### src/rtl/spi_arb_pkg.sv
// Shared state encoding and widths for the SPI master arbiter.
package spi_arb_pkg;

  typedef enum logic [1:0] {
    IDLE,
    ISSUE,
    WAIT_DONE,
    GAP
  } arb_state_t;

  localparam int CMD_W = 16;
  localparam int GAP_W = 8;

endpackage

### src/rtl/spi_arb_rr_pick.sv
// Combinational round-robin picker: first requester at or after ptr_i, with wrap-around.
module rr_pick
  import spi_arb_pkg::*;
#(
  parameter int NUM_REQ = 4,
  parameter int IDX_W   = $clog2(NUM_REQ)
) (
  input  logic [NUM_REQ-1:0] req_i,
  input  logic [IDX_W-1:0]   ptr_i,
  output logic [IDX_W-1:0]   winner_o,
  output logic               any_o
);

  logic [2*NUM_REQ-1:0] dbl;
  logic [IDX_W:0]       idx;
  logic                 found;

  // Doubling the vector turns the wrap-around search into a linear scan from ptr_i.
  assign dbl   = {req_i, req_i};
  assign any_o = |req_i;

  always_comb begin
    winner_o = '0;
    found    = 1'b0;
    idx      = '0;
    for (int k = 0; k < NUM_REQ; k++) begin
      idx = {1'b0, ptr_i} + (IDX_W+1)'(k);
      if (!found && dbl[idx]) begin
        found = 1'b1;
        if (idx >= (IDX_W+1)'(NUM_REQ)) begin
          winner_o = IDX_W'(idx - (IDX_W+1)'(NUM_REQ));
        end else begin
          winner_o = IDX_W'(idx);
        end
      end
    end
  end

endmodule

### src/rtl/spi_arb.sv
// Shares one SPI master between NUM_REQ requesters: round-robin accept, launch,
// edge-detected completion, response return and a fixed idle gap between transactions.
module spi_arb
  import spi_arb_pkg::*;
#(
  parameter int NUM_REQ = 4,
  parameter int GAP_CYC = 8
) (
  input  logic                     clk_i,
  input  logic                     rst_i,
  input  logic [NUM_REQ-1:0]       req_i,
  input  logic [CMD_W*NUM_REQ-1:0] req_cmd_i,
  output logic [NUM_REQ-1:0]       gnt_o,
  output logic [NUM_REQ-1:0]       rsp_vld_o,
  output logic [CMD_W-1:0]         rsp_data_o,
  output logic                     busy_o,
  output logic                     wrt_o,
  output logic [CMD_W-1:0]         cmd_o,
  input  logic                     done_i,
  input  logic [CMD_W-1:0]         rd_data_i
);

  localparam int                 IDX_W    = $clog2(NUM_REQ);
  localparam logic [GAP_W-1:0]   GAP_LOAD = (GAP_CYC == 0) ? '0 : GAP_W'(GAP_CYC - 1);
  localparam logic [IDX_W-1:0]   LAST_IDX = IDX_W'(NUM_REQ - 1);
  localparam logic [NUM_REQ-1:0] ONE_HOT0 = NUM_REQ'(1);

  arb_state_t           state_q;
  logic [IDX_W-1:0]     rr_ptr_q, rr_ptr_d, winner_q, pick;
  logic                 pick_any, done_q, done_rise;
  logic [GAP_W-1:0]     gap_q;
  logic [CMD_W-1:0]     pick_cmd, cmd_q, rsp_data_q;
  logic [NUM_REQ-1:0]   gnt_q, rsp_vld_q;
  logic                 wrt_q, busy_q;

  rr_pick #(
    .NUM_REQ (NUM_REQ),
    .IDX_W   (IDX_W)
  ) u_pick (
    .req_i    (req_i),
    .ptr_i    (rr_ptr_q),
    .winner_o (pick),
    .any_o    (pick_any)
  );

  always_comb begin
    pick_cmd = '0;
    for (int i = 0; i < NUM_REQ; i++) begin
      if (pick == IDX_W'(i)) pick_cmd = req_cmd_i[i*CMD_W +: CMD_W];
    end
  end

  assign rr_ptr_d = (winner_q == LAST_IDX) ? '0 : winner_q + 1'b1;
  // done stays high from the previous transaction, so only a fresh rising edge completes.
  assign done_rise = done_i & ~done_q;

  always_ff @(posedge clk_i or posedge rst_i) begin
    if (rst_i) begin
      state_q    <= IDLE;
      rr_ptr_q   <= '0;
      winner_q   <= '0;
      done_q     <= 1'b0;
      gap_q      <= '0;
      cmd_q      <= '0;
      rsp_data_q <= '0;
      wrt_q      <= 1'b0;
      gnt_q      <= '0;
      rsp_vld_q  <= '0;
      busy_q     <= 1'b0;
    end else begin
      done_q    <= done_i;
      wrt_q     <= 1'b0;
      gnt_q     <= '0;
      rsp_vld_q <= '0;
      case (state_q)
        IDLE: begin
          if (pick_any) begin
            winner_q <= pick;
            cmd_q    <= pick_cmd;
            wrt_q    <= 1'b1;
            gnt_q    <= ONE_HOT0 << pick;
            busy_q   <= 1'b1;
            state_q  <= ISSUE;
          end
        end
        ISSUE: begin
          rr_ptr_q <= rr_ptr_d;
          state_q  <= WAIT_DONE;
        end
        WAIT_DONE: begin
          if (done_rise) begin
            rsp_data_q <= rd_data_i;
            rsp_vld_q  <= ONE_HOT0 << winner_q;
            gap_q      <= GAP_LOAD;
            if (GAP_CYC == 0) begin
              busy_q  <= 1'b0;
              state_q <= IDLE;
            end else begin
              state_q <= GAP;
            end
          end
        end
        GAP: begin
          if (gap_q == '0) begin
            busy_q  <= 1'b0;
            state_q <= IDLE;
          end else begin
            gap_q <= gap_q - 1'b1;
          end
        end
        default: state_q <= IDLE;
      endcase
    end
  end

  assign gnt_o      = gnt_q;
  assign rsp_vld_o  = rsp_vld_q;
  assign rsp_data_o = rsp_data_q;
  assign busy_o     = busy_q;
  assign wrt_o      = wrt_q;
  assign cmd_o      = cmd_q;

endmodule

### config.mk
export PLATFORM = sky130hd
export DESIGN_NAME = spi_arb
export DESIGN_NICKNAME = d
export VERILOG_FILES = /design/src/rtl/spi_arb_pkg.sv /design/src/rtl/spi_arb_rr_pick.sv /design/src/rtl/spi_arb.sv
export SDC_FILE = /design/constraint.sdc
export NUM_CORES = 1
export LEC_CHECK = 0
export CORE_ASPECT_RATIO = 1.25
export CORE_MARGIN = 10
export CORE_UTILIZATION = 42
export CTS_CLUSTER_DIAMETER = 60
export DETAILED_ROUTE_END_ITERATION = 8
export PLACE_DENSITY = 0.81
export SLEW_MARGIN = 40
export SYNTH_ARGS = -nofsm -noshare
export SYNTH_HDL_FRONTEND = slang
export SYNTH_HIERARCHICAL = 1
export SYNTH_SLANG_ARGS = --single-unit
### constraint.sdc
create_clock -name clk_i -period 2.81 [get_ports clk_i]
set_clock_uncertainty 0.2 [all_clocks]
set_input_delay 0.562 -clock clk_i [delete_from_list [all_inputs] [get_ports clk_i]]
set_output_delay 0.562 -clock clk_i [all_outputs]
set_load 0.01 [all_outputs]
Word level (Yosys, flattened, before mapping)
Cells that the tools add are included.

cells by class
  add/sub/neg operators = 9
  $mul = 0
  divide/modulo/power cells = 0
  order comparisons = 8
  eq/ne operators = 11
  shift operators = 2
  muxes and demuxes = 40
  bitwise gates (word level) = 2
  reductions and logical operators = 17

operators by type and width
  cell                   count
  $mux W16               4
  $mux W2                12
  $mux W4                4
  $mux W8                2
  $pmux W8 S2            1
  $lt A3 B4 Y1 const B   3
  $mux W1                11
  $eq A2 B2 Y1 const B   5
  $bmux W1 S3            3
  $ge A3 B3 Y1 const B   3
  $reduce_and A3 Y1      3
  $logic_not A8 Y1       1
  $ne A2 B2 Y1 const B   4
  $pmux W2 S4            1
  $shl A1 B2 Y4 const A  2
  $sub A2 B1 Y2 const B  4
  $sub A8 B1 Y8 const B  1
  $add A2 B2 Y3 const B  2
  $eq A2 B1 Y1 const B   2
  $logic_not A2 Y1       2
  $lt A2 B4 Y1 const B   1
  $reduce_and A2 Y1      2
  $reduce_bool A2 Y1     2
  $reduce_or A4 Y1       1
  other kinds (9)        13

word-level totals
  register bits = 57
  bits in latches = 0
  memory bits (writable) = 0
  bits in read-only memories = 0
  bits of input ports = 87
  output and inout port bits = 42
  logic and storage cells = 100
  memories kept = 0

Depth between registers and ports, before layout
Gate-level depths: netlist of the first run.

  depth after elaboration = 17
  depth in mapped cells = 10
  gate-level depth less buffers = 7

Hierarchy
The synthesis of the first run kept the hierarchy.

modules (own cells, without submodules)
  module   instances  cells each  area each (sq um)  seq. area each (sq um)
  spi_arb  1          276         2770.2             1426.4
  rr_pick  1          12          73.8               0.0

Worst setup path before layout of the first run
Ideal clock, no wire load.

  path kind = input to register
  from = input req_i[2]
  to = register cmd_q[14] (netlist: cmd_o[14])
  setup time = 0.117 ns
  data arrival time = 2.246 ns
  required time = 2.493 ns
  setup slack = 0.247 ns
  stages on the path = 9
  buffers on the path = 3
  cells stage by stage = mux2i_1 nor2_1 a311oi_1 clkbuf_1 buf_2 buf_2 mux4_2 nand2_1 nand2_1

between the ends
  longest elaborated chain between the ends = 17
  elaborated cells between the ends (all ways) = 31
  those cells by class = 3 x eq/ne; 19 x mux; 9 x reduce/logical

ends and longest elaborated chain
  element                        RTL line               RTL
  start: declaration             spi_arb.sv:11          input logic [NUM_REQ-1:0] req_i,
  $bmux W1 S2                    spi_arb_rr_pick.sv:28  if (!found && dbl[idx]) begin
  $mux W1 (implied by the code)  spi_arb_rr_pick.sv:28
  $mux W1                        spi_arb_rr_pick.sv:28
  $logic_not A1 Y1               spi_arb_rr_pick.sv:28
  $logic_and A1 B1 Y1            spi_arb_rr_pick.sv:28
  $mux W1                        spi_arb_rr_pick.sv:28
  $logic_not A1 Y1               spi_arb_rr_pick.sv:28
  $logic_and A1 B1 Y1            spi_arb_rr_pick.sv:28
  $mux W1                        spi_arb_rr_pick.sv:28
  $logic_not A1 Y1               spi_arb_rr_pick.sv:28
  $logic_and A1 B1 Y1            spi_arb_rr_pick.sv:28
  $mux W2 *                      spi_arb_rr_pick.sv:28
  net pick[0]                    spi_arb.sv:29          logic [IDX_W-1:0] rr_ptr_q, rr_ptr_d, winner_q, pick;
  $logic_not A2 Y1               spi_arb.sv:49          if (pick == IDX_W'(i)) pick_cmd = req_cmd_i[i*CMD_W +: CMD_W];
  $mux W16 (3 in a row)          spi_arb.sv:49
  $mux W16 *                     spi_arb.sv:49
  end signal: assignment         spi_arb.sv:79          cmd_q <= pick_cmd;
  end: declaration               spi_arb.sv:32          logic [CMD_W-1:0] pick_cmd, cmd_q, rsp_data_q;

The timed path passes the listed nets; every way through them passes the cells marked *. The select of a mux whose other input is x is not followed.
A chain may end at the register's enable or synchronous reset.

Final worst setup path of the first run
  from = input req_i[0]
  to = register cmd_q[5] (netlist: cmd_o[5])

The elaborated chain is that of the path after synthesis.

==> results.md, run 1 <==
- Status: finished clean
- Synth area leaders: dfrtp_1 (50%), nand2_1 (12%), mux4_2 (9.5%)
- Netlist cell types: 35
- Leak: 2.05 nW
- Util after Layout: 68.7%
- Root cell of the clock tree: clkbuf_8
- Net count after synthesis: 385
- Synth-to-Final Area Change: 58.5%
- DR WL met2: 4080 um
- Most frequent cells in the layout: clkdlybuf4s50_1 (128), nand2_1 (92), dfrtp_1 (57)
- Most common cell after layout, fill and taps aside: clkdlybuf4s50_1
- CP arrival: 2.50 ns
- Clock transition at the registers of the reported paths: 0.06 ns
- Final nets: 523
- DP Wirelength: 6570 um
- Post-Place Worst Slack: -0.0396 ns
- Fin Setup TNS: 0 ns
- Fmax achieved: 404 MHz
- Vias in the first global route: 2739
- Synthesized flop and latch total: 57
- DRT Pass-1 Iters: 6
- Sequential Power Share: 33.7%
- Yosys top cell area share: 50.2%
- Routed length per instance: 15.5 um
- Post-Synthesis Cells: 288
- Sw power: 1.47 mW
- Ant. Diodes: 0
- Simple logic cell fraction of the synthesized area: 20.5%
- Crit path cell chain: clkdlybuf4s50_1 -> buf_4 -> a21oi_1 -> o2bb2a_1 -> buf_4 -> mux4_2 -> nand2_1 -> nand2_1
- Initial antenna violation count: 0
- Final critical path time including I/O delays and setup: 2.48 ns
- Main combinational cell family by area after synthesis: simple AND/OR/NAND/NOR gates
- Relative slew slack: 58.5%
- Max-cap violations: 0
- Max IR drop VDD: 409 uV
- DR DRC count: 0
- CTS Sinks: 57
- Final Slew Violations: 0
- Tot Pwr: 4.14 mW
- Post-CTS Setup Inserts: 0
- IO Count: 129
- Met1 WL: 3060 um
- CTS resizes: 0
- Top Metal Used: met4
- PortBufs: 128
- Combinational Power Share: 49.0%
- Avg Vias per Cell: 4.92
- Maximum buffer depth of the clock tree: 2
- Final GP Congestion: 0.812
- Final worst setup slack: 0.333 ns
- Pwr per Cell Area: 918 nW/um^2
- Vias after detailed routing: 2550
- CP startpoint kind: primary input
- Final hold slack: 0.274 ns
- Hold buffers post-CTS: 0
- Routed WL: 8020 um
- Post-route ant nets: 0
- Cell accounting for the most synthesized area: dfrtp_1
- Async S/R FF share, synth: 100%
- P_int: 2.67 mW
- Initial Util: 43.3%
- EDFF count, synth: 0
- Syn avg cell area: 9.87 sq um
- # setup viols final: 0
- CP endpoint kind: register
- Die Wd: 93.6 um
- Largest net degree at the start of global routing: 30
- Sequential share of the synthesized area: 50.2%
- Iteration-0 DRC Markers: 68
- Global-route wire length before repair: 13000 um
- Worst Max-Slew Pin Slew: 0.621 ns
- Overall Global Routing Usage: 15.4%
- Share of layout cells above drive strength 1: 10.9%
- CP max stage cell: o2bb2a_1
- Yosys warning total: 6
- Largest stage delay on the critical path: 0.50 ns
- Full die area: 10500 sq um
- Num rows: 33
- Mux contribution to synthesized area: 13.2%
- Routed length on met3: 731 um
- Clk pwr share: 17.3%
- Fin crit share: 88.1%
- Core Area: 6570 sq um
- CTS buffer count: 9
- RSZ-0062 raised after global routing: no
- Worst hold path class: register to register
- Die Height: 112 um
- CTS tree: built
- Fin. Hold Viols: 0
- Gr ovfl total: 0
- Clk_lat worst skew: 0.33 ns
- Kind of critical path: primary input to register
- H-Tree Depth: 3
- Mapped Area: 2840 sq um
- WP data required: 2.83 ns
- Net Sw Frac: 35.6%
- Most common flop cell mapped by yosys: dfrtp_1
- Synth Area in XOR/XNOR: 0%
- Adder and majority gate portion of the synthesized area: 4.40%
- CP max FO: 11
- Compound-Gate Fraction of Synth Area: 7.83%
-- metal layers --
metal	global-route usage [%]	up-vias
li1	-	1247
met1	16.2	1191
met2	26.0	99
met3	7.86	13
met4	5.18	0
met5	0	-
-- state kept, by name (all words and copies together), names as in the netlist --
signal,flops
cmd_o,16
rsp_data_o,16
gap_q,8
gnt_o,4
rsp_vld_o,4
rr_ptr_q,2
state_q,2
winner_q,2
busy_o,1
done_q,1
wrt_o,1
-- path summary, 6_finish.rpt --
check	cells past startpoint	to	startpoint	slack [ns]
setup / recovery	8	cmd_o[5]	req_i[0]	0.33
hold / removal	2	rsp_data_o[11]	rsp_data_o[11]	0.27
setup reg to reg	7	cmd_o[5]	rr_ptr_q[1]	0.47
hold reg to reg	2	rsp_data_o[11]	rsp_data_o[11]	0.27
max in group asynchronous	3	gnt_o[1]	rst_i	1.41
min in group asynchronous	2	cmd_o[9]	rst_i	0.43
-- worst max-delay path, delay by kind of cell --
family                 cells  cell delay, ns
buffers and inverters      3            0.87
AOI/OAI and AO/OA          2            0.62
and+or+nand+nor            2            0.15
muxes                      1            0.30
-- cell families after synthesis --
family,after synthesis
AO/OA/AOI/OAI,36
multiplexers,22
flip-flops,57
buffers and inverters,29
AND/OR/NAND/NOR,134
adder cells (fa/ha/maj),10
-- Yosys cell counts (5+ instances only) --
cell	number
nand2_1	92
dfrtp_1	57
inv_1	16
nor2_1	16
o21ai_0	13
mux4_2	12
ha_1	10
clkbuf_1	8
a21oi_1	7
mux2i_1	7
or4_1	5
-- final cells by class --
type                            instances  area, sq um
Clock buffer                           14          183
Clock inverter                          2         10.0
Fill cell                             501         2060
Inverter                               16         60.1
Multi-Input combinational cell        202         1320
Sequential cell                        57         1430
Tap cell                               87          109
Timing Repair Buffer                  140         1400
-- metrics by stage --
step / cell area (sq um) / cells
2_1_floorplan: 2840 / 288
3_3_place_gp: 4320 / 502
3_5_place_dp: 4320 / 502
4_1_cts: 4510 / 518
5_1_grt: 4510 / 518
6_report: 4510 / 518
-- power by group through the flow --
stage,logic (mW),clock network (mW),registers (mW)
3_3_place_gp,2.00,0,1.39
5_1_grt,2.24,0.779,1.45
2_1_floorplan,0.978,0,1.49
6_report,2.03,0.716,1.39
4_1_cts,2.07,0.732,1.40
3_5_place_dp,2.06,0,1.41
No activity file was read; power rests on OpenSTA's default activity.
==> run 2: changes to the inputs <==
--- a/config.mk
+++ b/config.mk
@@ -7,10 +7,11 @@
 export LEC_CHECK = 0
 export CORE_ASPECT_RATIO = 1.25
 export CORE_MARGIN = 10
-export CORE_UTILIZATION = 42
+export CORE_UTILIZATION = 60
 export CTS_CLUSTER_DIAMETER = 60
 export DETAILED_ROUTE_END_ITERATION = 8
-export PLACE_DENSITY = 0.81
+export DONT_BUFFER_PORTS = 1
+export PLACE_DENSITY = 0.76
 export SLEW_MARGIN = 40
 export SYNTH_ARGS = -nofsm -noshare
 export SYNTH_HDL_FRONTEND = slang
==> results.md, run 2 (synthesized netlist as in run 1, its figures left out) <==
- Clk_lat worst skew: 0.32 ns (was 0.33 ns)
- Max IR drop VDD: 568 uV (was 409 uV)
- Maximum buffer depth of the clock tree: 2 (unchanged)
- Die Wd: 81.6 um (was 93.6 um)
- Initial antenna violation count: 0 (unchanged)
- Largest net degree at the start of global routing: 31 (was 30)
- DRT Pass-1 Iters: 4 (was 6)
- Num rows: 27 (was 33)
- Leak: 1.54 nW (was 2.05 nW)
- Initial Util: 63.3% (was 43.3%)
- CP max FO: 17 (was 11)
- Most common cell after layout, fill and taps aside: nand2_1 (was clkdlybuf4s50_1)
- # setup viols final: 0 (unchanged)
- Full die area: 7910 sq um (was 10500 sq um)
- WP data required: 2.82 ns (was 2.83 ns)
- CP endpoint kind: register (unchanged)
- Cell count after placement: 342 (was 502)
- Final critical path time including I/O delays and setup: 2.36 ns (was 2.48 ns)
- DP Wirelength: 5420 um (was 6570 um)
- Fin crit share: 83.9% (was 88.1%)
- Post-CTS Setup Inserts: 0 (unchanged)
- Post-Layout Cell Count: 358 (was 518)
- IO Count: 129 (unchanged)
- Avg Vias per Cell: 5.72 (was 4.92)
- DR DRC count: 0 (unchanged)
- Gr ovfl total: 0 (unchanged)
- Routed length per instance: 19.3 um (was 15.5 um)
- Core Area: 4490 sq um (was 6570 sq um)
- Clock transition at the registers of the reported paths: 0.06 ns (about the same)
- CTS tree: built (unchanged)
- Util after Layout: 71.0% (was 68.7%)
- PortBufs: 0 (was 128)
- Final nets: 393 (was 523)
- Relative slew slack: 55.1% (was 58.5%)
- CP startpoint kind: register (was primary input)
- Post-route ant nets: 0 (unchanged)
- CTS Sinks: 57 (unchanged)
- Fmax achieved: 424 MHz (was 404 MHz)
- Max-cap violations: 0 (unchanged)
- RSZ-0062 raised after global routing: no (unchanged)
- CTS buffer count: 9 (unchanged)
- Final Slew Violations: 0 (unchanged)
- Overall Global Routing Usage: 17.4% (was 15.4%)
- Routed WL: 6890 um (was 8020 um)
- Pwr per Cell Area: 1140 nW/um^2 (was 918 nW/um^2)
- Most frequent cells in the layout: nand2_1 (92), dfrtp_1 (57), nor2_1 (16) (was clkdlybuf4s50_1 (128), nand2_1 (92), dfrtp_1 (57))
- Die Height: 97.0 um (was 112 um)
- Status: finished clean (unchanged)
- Worst Max-Slew Pin Slew: 0.673 ns (was 0.621 ns)
- Global-route wire length before repair: 10700 um (was 13000 um)
- CTS resizes: 0 (unchanged)
- Kind of critical path: register to register (was primary input to register)
- Fillers: 367 (was 501)
- Share of layout cells above drive strength 1: 14.7% (was 10.9%)
- Worst hold path class: primary input to register (was register to register)
- Synth-to-Final Area Change: 12.2% (was 58.5%)
- Fin Setup TNS: 0 ns (unchanged)
- Vias in the first global route: 2124 (was 2739)
- CP arrival: 2.37 ns (was 2.50 ns)
- Fin. Hold Viols: 0 (unchanged)
- Ant. Diodes: 0 (unchanged)
- Vias after detailed routing: 2046 (was 2550)
- H-Tree Depth: 3 (unchanged)
- Iteration-0 DRC Markers: 143 (was 68)
- Final GP Congestion: 0.789 (was 0.812)
- Root cell of the clock tree: clkbuf_8 (unchanged)
## run 2: changes by cell type in the layout (fill, tap and decap cells not counted), sizes merged
cell | before | now
clkinvlp | 0 | 2
bufinv | 0 | 2
clkinv | 2 | 1
dlygate4sd3 | 0 | 1
buf | 12 | 9
clkdlybuf4s50 | 128 | 0
clkbuf | 14 | 10
## run 2: worst paths after layout
check | start | end | slack (ns) | cells after the start
setup / recovery | rr_ptr_q[1] | cmd_o[11] | 0.45 | 7
hold / removal | done_i | done_q | 0.07 | 0
max in group asynchronous | rst_i | gap_q[4] | 1.27 | 3
min in group asynchronous | rst_i | cmd_o[15] | 0.58 | 2
setup reg to reg | rr_ptr_q[1] | cmd_o[11] | 0.45 | 7
hold reg to reg | gap_q[1] | gap_q[1] | 0.32 | 1
## run 2: stage by stage
stage,cell area [sq um],total power [mW],setup WS [ns],hold slack (ns)
finish,3190,3.63,0.452,0.0719
global route,3190,3.92,0.346,0.0384
CTS,3190,3.68,0.438,0.0556
detailed placement,2960,2.84,0.451,0.312
global placement,2960,2.77,0.491,0.314
floorplan,2840,2.47,0.247,0.288
## run 2: metal layers
layer	wire length, um	share of wire [%]	track usage, %	up-vias
met1	2500	36	19.0	948
met2	3500	51	27.7	105
li1	-	-	-	991
met3	868	13	10.4	2
met5	0	0	0	-
met4	29	0.42	4.70	0
## run 2: critical path, cell delays in order, from the launching register on
cell and delay (ns):
dfrtp_1 0.47, mux2i_1 0.22, nor2_1 0.08, a311oi_4 0.25, buf_4 0.32, mux4_2 0.55, nand2_1 0.09, nand2_1 0.05
## run 2: layout make-up
type                            instances  area, sq um  area share [%]
Clock buffer                           10          138            4.31
Clock inverter                          5         80.1            2.51
Inverter                               16         60.1            1.88
Multi-Input combinational cell        202         1320            41.5
Sequential cell                        57         1430            44.7
Tap cell                               58         72.6            2.27
Timing Repair Buffer                   10         90.1            2.82
## run 2: where the power goes
part	internal (mW)	switching, mW	total, mW
Combinational	0.545	0.676	1.22
Sequential	1.18	0.405	1.58
Clock	0.516	0.307	0.823
Total	2.24	1.39	3.63
## run 2: what timing repair did
item                                    in CTS  in global routing
hold buffers                                 1                  0
endpoints found under the hold margin        9                  0
endpoints found under the setup margin       0                  0
